--- src/rtl/gobang_pkg.sv ---
// gobang_pkg: shared constants, result codes, FSM states
// and the scan direction delta table for the gobang engine.
package gobang_pkg;

  localparam int BOARD_N  = 15;
  localparam int CELLS    = BOARD_N * BOARD_N;
  localparam int WIN_LEN  = 5;
  localparam int START_RC = 7;

  localparam logic [1:0] WIN_NONE  = 2'd0;
  localparam logic [1:0] WIN_BLACK = 2'd1;
  localparam logic [1:0] WIN_WHITE = 2'd2;
  localparam logic [1:0] WIN_DRAW  = 2'd3;

  typedef enum logic [2:0] {
    ST_IDLE,
    ST_PLACE,
    ST_SCAN,
    ST_RESOLVE,
    ST_OVER
  } state_t;

  typedef struct packed {
    logic signed [1:0] dr;
    logic signed [1:0] dc;
  } delta_t;

  // Directions: row, col, diagonal, anti-diagonal.
  function automatic delta_t dir_delta(
    input logic [1:0] dir
  );
    delta_t d;
    d = '{dr: 2'sd0, dc: 2'sd1};
    case (dir)
      2'd0:    d = '{dr: 2'sd0, dc: 2'sd1};
      2'd1:    d = '{dr: 2'sd1, dc: 2'sd0};
      2'd2:    d = '{dr: 2'sd1, dc: 2'sd1};
      default: d = '{dr: 2'sd1, dc: -2'sd1};
    endcase
    return d;
  endfunction

endpackage

--- src/rtl/gobang_line_scan.sv ---
// gobang_line_scan: walks 4 directions x 2 phases from the origin
// one neighbour per cycle. In: start/abort, board, origin. Out: done, win.
module gobang_line_scan
  import gobang_pkg::*;
#(
  parameter int SIDE    = BOARD_N,
  parameter int RUN_LEN = WIN_LEN
) (
  input  logic                   clk,
  input  logic                   rst,
  input  logic                   start,
  input  logic                   abort,
  input  logic [SIDE*SIDE-1:0]   board,
  input  logic [3:0]             org_row,
  input  logic [3:0]             org_col,
  output logic                   done,
  output logic                   win
);

  localparam int NC = SIDE * SIDE;
  localparam int IW = $clog2(NC);
  localparam logic signed [4:0] LAST = 5'(SIDE - 1);
  localparam logic [2:0] STEP_MAX = 3'(RUN_LEN - 1);
  localparam logic [2:0] WIN_CNT  = 3'(RUN_LEN);

  logic              active_q, active_d;
  logic [1:0]        dir_q, dir_d;
  logic              bwd_q, bwd_d;
  logic [2:0]        step_q, step_d;
  logic [2:0]        cnt_q, cnt_d;
  logic signed [4:0] cur_r_q, cur_r_d;
  logic signed [4:0] cur_c_q, cur_c_d;

  delta_t            dlt;
  logic signed [4:0] dr5, dc5;
  logic signed [4:0] nr, nc;
  logic signed [4:0] org_r5, org_c5;
  logic              oob, hit, phase_end;
  logic [IW-1:0]     idx;
  logic [2:0]        cnt_inc, step_inc;

  assign org_r5 = {1'b0, org_row};
  assign org_c5 = {1'b0, org_col};

  always_comb begin
    dlt = dir_delta(dir_q);
    dr5 = {{3{dlt.dr[1]}}, dlt.dr};
    dc5 = {{3{dlt.dc[1]}}, dlt.dc};
    if (bwd_q) begin
      dr5 = -dr5;
      dc5 = -dc5;
    end
    // Coordinates stay in 0..14, so a step lands in -1..15.
    nr  = cur_r_q + dr5;
    nc  = cur_c_q + dc5;
    oob = nr[4] || nc[4] || (nr > LAST) || (nc > LAST);
    idx = IW'(nr[3:0]) * IW'(SIDE) + IW'(nc[3:0]);
    hit = !oob && board[idx];
    cnt_inc  = cnt_q + 3'd1;
    step_inc = step_q + 3'd1;
  end

  always_comb begin
    active_d  = active_q;
    dir_d     = dir_q;
    bwd_d     = bwd_q;
    step_d    = step_q;
    cnt_d     = cnt_q;
    cur_r_d   = cur_r_q;
    cur_c_d   = cur_c_q;
    phase_end = 1'b0;
    done      = 1'b0;
    win       = 1'b0;
    if (abort) begin
      active_d = 1'b0;
    end else if (start) begin
      active_d = 1'b1;
      dir_d    = 2'd0;
      bwd_d    = 1'b0;
      step_d   = 3'd0;
      cnt_d    = 3'd1;
      cur_r_d  = org_r5;
      cur_c_d  = org_c5;
    end else if (active_q) begin
      if (hit) begin
        if (cnt_inc == WIN_CNT) begin
          done     = 1'b1;
          win      = 1'b1;
          active_d = 1'b0;
        end else begin
          cnt_d   = cnt_inc;
          step_d  = step_inc;
          cur_r_d = nr;
          cur_c_d = nc;
          phase_end = (step_inc == STEP_MAX);
        end
      end else begin
        phase_end = 1'b1;
      end
      if (phase_end) begin
        cur_r_d = org_r5;
        cur_c_d = org_c5;
        step_d  = 3'd0;
        if (!bwd_q) begin
          // Backward phase keeps the forward count.
          bwd_d = 1'b1;
        end else if (dir_q == 2'd3) begin
          done     = 1'b1;
          active_d = 1'b0;
        end else begin
          dir_d = dir_q + 2'd1;
          bwd_d = 1'b0;
          cnt_d = 3'd1;
        end
      end
    end
  end

  always_ff @(posedge clk or negedge rst) begin
    if (!rst) begin
      active_q <= 1'b0;
      dir_q    <= 2'd0;
      bwd_q    <= 1'b0;
      step_q   <= 3'd0;
      cnt_q    <= 3'd1;
      cur_r_q  <= '0;
      cur_c_q  <= '0;
    end else begin
      active_q <= active_d;
      dir_q    <= dir_d;
      bwd_q    <= bwd_d;
      step_q   <= step_d;
      cnt_q    <= cnt_d;
      cur_r_q  <= cur_r_d;
      cur_c_q  <= cur_c_d;
    end
  end

endmodule

--- src/rtl/gobang_game_ctrl.sv ---
// gobang_game_ctrl: key pulses -> cursor, stones, turns, win scan.
// Out: registered board vectors, cursor, who_win, turn, busy.
module gobang_game_ctrl
  import gobang_pkg::*;
#(
  parameter int BOARD_N  = 15,
  parameter int WIN_LEN  = 5,
  parameter int START_RC = 7
) (
  input  logic                         clk,
  input  logic                         rst,
  input  logic                         key_up,
  input  logic                         key_down,
  input  logic                         key_left,
  input  logic                         key_right,
  input  logic                         key_place,
  input  logic                         new_game,
  output logic [BOARD_N*BOARD_N-1:0]   display_black,
  output logic [BOARD_N*BOARD_N-1:0]   display_white,
  output logic [3:0]                   choose_row,
  output logic [3:0]                   choose_col,
  output logic [1:0]                   who_win,
  output logic                         turn,
  output logic                         busy
);

  localparam int NC = BOARD_N * BOARD_N;
  localparam int IW = $clog2(NC);
  localparam logic [3:0] LAST = 4'(BOARD_N - 1);
  localparam logic [3:0] HOME = 4'(START_RC);
  localparam logic [7:0] FULL = 8'(NC);

  state_t          state_q, state_d;
  logic [NC-1:0]   black_q, black_d;
  logic [NC-1:0]   white_q, white_d;
  logic [3:0]      row_q, row_d;
  logic [3:0]      col_q, col_d;
  logic [3:0]      org_row_q, org_row_d;
  logic [3:0]      org_col_q, org_col_d;
  logic [1:0]      who_win_q, who_win_d;
  logic            turn_q, turn_d;
  logic            busy_q, busy_d;
  logic            win_q, win_d;
  logic [7:0]      stones_q, stones_d;

  logic [IW-1:0]   cur_idx, org_idx;
  logic            occupied;
  logic            scan_start;
  logic            scan_done, scan_win;
  logic [NC-1:0]   scan_board;

  assign cur_idx  = IW'(row_q) * IW'(BOARD_N) + IW'(col_q);
  assign org_idx  = IW'(org_row_q) * IW'(BOARD_N) + IW'(org_col_q);
  assign occupied = black_q[cur_idx] | white_q[cur_idx];
  assign scan_board = turn_q ? white_q : black_q;

  gobang_line_scan #(
    .SIDE    (BOARD_N),
    .RUN_LEN (WIN_LEN)
  ) u_scan (
    .clk     (clk),
    .rst     (rst),
    .start   (scan_start),
    .abort   (new_game),
    .board   (scan_board),
    .org_row (org_row_q),
    .org_col (org_col_q),
    .done    (scan_done),
    .win     (scan_win)
  );

  always_comb begin
    state_d    = state_q;
    black_d    = black_q;
    white_d    = white_q;
    row_d      = row_q;
    col_d      = col_q;
    org_row_d  = org_row_q;
    org_col_d  = org_col_q;
    who_win_d  = who_win_q;
    turn_d     = turn_q;
    win_d      = win_q;
    stones_d   = stones_q;
    scan_start = 1'b0;
    if (new_game) begin
      state_d   = ST_IDLE;
      black_d   = '0;
      white_d   = '0;
      row_d     = HOME;
      col_d     = HOME;
      who_win_d = WIN_NONE;
      turn_d    = 1'b0;
      win_d     = 1'b0;
      stones_d  = 8'd0;
    end else begin
      unique case (state_q)
        ST_IDLE: begin
          if (key_place && !occupied) begin
            state_d   = ST_PLACE;
            org_row_d = row_q;
            org_col_d = col_q;
          end else begin
            // Opposing pulses cancel; edges saturate.
            if (key_up && !key_down && row_q != 4'd0)
              row_d = row_q - 4'd1;
            else if (key_down && !key_up && row_q != LAST)
              row_d = row_q + 4'd1;
            if (key_left && !key_right && col_q != 4'd0)
              col_d = col_q - 4'd1;
            else if (key_right && !key_left && col_q != LAST)
              col_d = col_q + 4'd1;
          end
        end
        ST_PLACE: begin
          if (turn_q) white_d[org_idx] = 1'b1;
          else        black_d[org_idx] = 1'b1;
          stones_d   = stones_q + 8'd1;
          scan_start = 1'b1;
          state_d    = ST_SCAN;
        end
        ST_SCAN: begin
          if (scan_done) begin
            win_d   = scan_win;
            state_d = ST_RESOLVE;
          end
        end
        ST_RESOLVE: begin
          if (win_q) begin
            who_win_d = turn_q ? WIN_WHITE : WIN_BLACK;
            state_d   = ST_OVER;
          end else if (stones_q == FULL) begin
            who_win_d = WIN_DRAW;
            state_d   = ST_OVER;
          end else begin
            turn_d  = ~turn_q;
            state_d = ST_IDLE;
          end
        end
        ST_OVER: begin
          state_d = ST_OVER;
        end
        default: begin
          state_d = ST_IDLE;
        end
      endcase
    end
    busy_d = (state_d == ST_PLACE) ||
             (state_d == ST_SCAN) ||
             (state_d == ST_RESOLVE);
  end

  always_ff @(posedge clk or negedge rst) begin
    if (!rst) begin
      state_q   <= ST_IDLE;
      black_q   <= '0;
      white_q   <= '0;
      row_q     <= HOME;
      col_q     <= HOME;
      org_row_q <= HOME;
      org_col_q <= HOME;
      who_win_q <= WIN_NONE;
      turn_q    <= 1'b0;
      busy_q    <= 1'b0;
      win_q     <= 1'b0;
      stones_q  <= 8'd0;
    end else begin
      state_q   <= state_d;
      black_q   <= black_d;
      white_q   <= white_d;
      row_q     <= row_d;
      col_q     <= col_d;
      org_row_q <= org_row_d;
      org_col_q <= org_col_d;
      who_win_q <= who_win_d;
      turn_q    <= turn_d;
      busy_q    <= busy_d;
      win_q     <= win_d;
      stones_q  <= stones_d;
    end
  end

  assign display_black = black_q;
  assign display_white = white_q;
  assign choose_row    = row_q;
  assign choose_col    = col_q;
  assign who_win       = who_win_q;
  assign turn          = turn_q;
  assign busy          = busy_q;

endmodule

--- config.mk ---
export PLATFORM = sky130hd
export DESIGN_NAME = gobang_game_ctrl
export DESIGN_NICKNAME = d
export VERILOG_FILES = /design/src/rtl/gobang_pkg.sv /design/src/rtl/gobang_line_scan.sv /design/src/rtl/gobang_game_ctrl.sv
export SDC_FILE = /design/constraint.sdc
export NUM_CORES = 1
export LEC_CHECK = 0
export CORE_ASPECT_RATIO = 0.8
export CORE_MARGIN = 10
export CORE_UTILIZATION = 55
export DETAILED_ROUTE_END_ITERATION = 6
export PLACE_DENSITY = 0.89
export SKIP_CTS_REPAIR_TIMING = 1
export SYNTH_ARGS = -nofsm -noshare
export SYNTH_HDL_FRONTEND = slang
export SYNTH_SLANG_ARGS = --single-unit
export TNS_END_PERCENT = 5
--- constraint.sdc ---
create_clock -name clk -period 10.6 [get_ports clk]
set_clock_uncertainty 0.1 [all_clocks]
set_input_delay 2.12 -clock clk [delete_from_list [all_inputs] [get_ports clk]]
set_output_delay 2.12 -clock clk [all_outputs]
set_load 0.1 [all_outputs]
==> results by group <==
Detailed routing
  • DR WL/cell: 28.98 microns
  • DRT iter0 DRCs: 4,564
  • Drt pass-1 iters: 7
  • Post-route ant nets: 0
  • Drt total wl: 109.9 mm
  • DR vias/cell: 6.869
  • Via count: 26.05k
  • DRC: 0

Floorplanning
  • Initial core utilization: 0.5588
  • Die H: 218.8 microns
  • Row count: 72
  • Core area: 0.04865 sq mm
  • Die ar.: 0.05877 sq mm
  • Io pins: 470
  • DIE WIDTH: 268.6 microns

Final layout
  • Final nets: 3,236
  • Layout cell share with drive strength beyond 1: 0.09829
  • N_diodes: 0
  • Fin area: 0.03388 sq mm
  • Area grow syn2layout: 24.62%
  • Filler instances: 3,494

Worst setup path
  • Slowest-stage cell, CP: fa_4
  • Critical path's largest stage delay: 1.48 ns
  • Beginning of the critical path: u_scan.dir_q[0]$_DFFE_PN0P_
  • Worst-path fanout max: 53
  • Critical Path Start Type: flop
  • WP data arrival: 8.75 ns
  • Worst path required time: 11.00 ns
  • Reg2reg start: u_scan.dir_q[0]$_DFFE_PN0P_
  • Ordered list of cells on the worst path: inv_1 -> ha_1 -> nand2b_1 -> xnor2_1 -> ha_1 -> nor4b_1 -> a21oi_1 -> xor2_1 -> fa_1 -> inv_1 -> fa_1 -> inv_1 -> fa_4 -> and2_0 -> a22oi_1 -> a21oi_1 -> o21ai_0 -> nand4_1 -> o311ai_0 -> a21oi_1 -> a41oi_2 -> mux2_2
  • Worst setup EP type: flop
  • Setup CP Type: flop to flop

Logic synthesis
  • Synth Flop Type: dfrtp_1
  • Area contributors post-synth: dfrtp_1 (45%), a21oi_1 (11%), mux4_2 (11%), nor2_1 (9.0%), ha_1 (3.5%)
  • FF+latch count, synth: 502
  • Library cells used by synthesis: 79
  • Post-synth ARST share: 1.000
  • Post-synth EDFFs: 0
  • Most frequent cell after synthesis: nor2_1
  • Post-synth top area share: 0.4502
  • Post-Syn Instances: 2,780
  • Synth area leader: dfrtp_1
  • Yosys Warn Count: 0
  • Seq/Total Area, Yosys: 0.4627
  • Synthesized area: 0.02718 sq mm
  • Synth cell count leaders: nor2_1 (650), a21oi_1 (605), dfrtp_1 (489), clkbuf_1 (142), mux4_2 (134)
  • Avg Cell Area, Syn: 9.778 sq um
  • Syn nets: 2,888

Hold path
  • Hold Crit Start: u_scan.cur_c_q[4]$_DFFE_PN0P_
  • Worst hold path type: flop to flop

Global route
  • Grt ovf: 0
  • First-pass GRT wire length: 161.8 mm
  • Initial antenna violation count: 1
  • GRT Total Usage: 0.3627
  • Largest net degree at the start of global routing: 238
  • Number of global-route vias before repair: 25.44k

STA
  • Final Hold Fails: 0
  • Fin Hold WS: 0.4117 ns
  • Minimum clock period: 8.348 ns
  • Pins Over Slew Limit: 0
  • Final worst-path cycle share: 0.7875
  • Fmax: 0.1198 GHz
  • RSZ-0062 raised after global routing: false
  • Final Setup Violations: 0
  • Fin Setup TNS: 0 ns
  • Worst-margin pin slew: 1.479 ns
  • Relative slew slack: 0.01038

Clock network
  • CTS Sinks: 502
  • Htree depth: 2
  • Cts bufs inserted: 51
  • Later-pin clock latency in the skew report: 0.62 ns
  • Clock-pin slew on the worst setup and hold paths: 0.07 ns
  • Clk root buf: clkbuf_16
  • CTS tree: yes
  • CTS Buffer Depth: 3

Placed design
  • PortBufs: 469
  • DP Area: 0.03220 sq mm
  • Routability Congestion: 0.9500
  • Post-DP HPWL: 73.93 mm

Run status
  • Failing checks: max-capacitance violations
  • Status: complete, but fails checks

Job
  • Max_cap viols: 1
==> placed cells by master, fill, tap and decap left out, types with 4 or more instances in the layout <==
master	Yosys	layout
nand2_1	42	42
a21o_1	10	10
nor3_1	128	124
a221oi_1	4	4
dfrtp_1	489	488
xnor2_1	21	20
clkinv_2	0	13
nor2_1	650	636
a21oi_1	605	605
nand2b_1	14	14
fa_1	23	22
o22ai_1	4	4
nand4_1	9	9
clkbuf_8	0	10
mux2_2	8	8
nor4_1	8	8
clkdlybuf4s50_1	0	466
clkbuf_1	142	8
mux4_2	134	134
ha_1	77	74
xor2_1	13	13
or3_1	4	4
inv_1	75	75
nor3b_1	6	6
buf_4	14	29
o2111ai_1	6	6
o211ai_1	4	4
o21ai_0	14	14
dfstp_2	13	13
clkbuf_16	0	53
nor2_4	0	12
mux2i_1	46	46
and3_1	6	6
a22oi_1	30	30
nor2b_1	19	17
nor3_2	2	6
nand3_1	15	15
a211oi_1	26	26
==> kinds of logic (layout without fill, tap and decap cells) <==
kind of cell / after synthesis / count (layout) / synth area share
AO/OA/AOI/OAI: 748 / 748 / 0.1517
flip-flops: 502 / 502 / 0.4627
adder cells (fa/ha/maj): 100 / 100 / 0.05238
AND/OR/NAND/NOR: 921 / 921 / 0.1432
XOR/XNOR: 36 / 36 / 0.01243
buffers and inverters: 281 / 665 / 0.04442
multiplexers: 192 / 192 / 0.1332
==> registers in the layout, summed over array words and instances, names as in the netlist, 4 cells and up <==
register / cells
choose_col: 4
choose_row: 4
display_black: 225
display_white: 225
org_col_q: 4
org_row_q: 4
stones_q: 8
u_scan.cur_c_q: 5
u_scan.cur_r_q: 5
==> through the flow <==
step           std cells  utilization  setup WS (ns)
3_3_place_gp        3704       0.6619          2.516
3_5_place_dp        3704       0.6619          2.359
4_1_cts             3793       0.6963          2.365
5_1_grt             3793       0.6963          1.747
6_report            3793       0.6963          2.252
2_1_floorplan       2780            -          4.106
==> critical path, delay by kind of cell (launching register included) <==
| family | cells | cell delay (ns) |
|---|---|---|
| adder cells (fa/ha/maj) | 5 | 3.04 |
| AO/OA/AOI/OAI | 7 | 2.05 |
| AND/OR/NAND/NOR | 4 | 1.59 |
| multiplexers | 1 | 0.45 |
| flip-flops | 1 | 0.38 |
| XOR/XNOR | 2 | 0.38 |
| buffers and inverters | 3 | 0.23 |
==> final cells by class <==
cell class / instances / area, sq um / share of cell area
multi-input combinational: 1997 / 13570 / 0.4006
sequential: 502 / 12580 / 0.3714
timing repair buffer: 500 / 4972 / 0.1468
clock buffer: 71 / 1494 / 0.04410
tap: 629 / 787.0 / 0.02323
inverter: 76 / 285.3 / 0.008421
clock inverter: 18 / 182.7 / 0.005393
==> worst paths after layout <==
check / end / slack (ns) / cells after the start
setup / recovery: u_scan.cur_c_q[2]$_DFFE_PN0P_ / 2.25 / 22
hold / removal: u_scan.cur_c_q[4]$_DFFE_PN0P_ / 0.41 / 1
setup reg to reg: u_scan.cur_c_q[2]$_DFFE_PN0P_ / 2.25 / 22
hold reg to reg: u_scan.cur_c_q[4]$_DFFE_PN0P_ / 0.41 / 1
max in group asynchronous: display_black[113]$_DFFE_PN0P_ / 6.71 / 3
min in group asynchronous: display_white[7]$_DFFE_PN0P_ / 1.41 / 1
==> layer usage <==
metal  global-route usage  routed length (microns)
met1               0.4510                    37900
met4               0.1943                     6585
met2               0.5507                    49010
met5                    0                       13
met3               0.1294                    16410
Power is left out: the tool's default activity adds up to more than one toggle a clock period on the data nets, which glitch-free logic cannot reach.
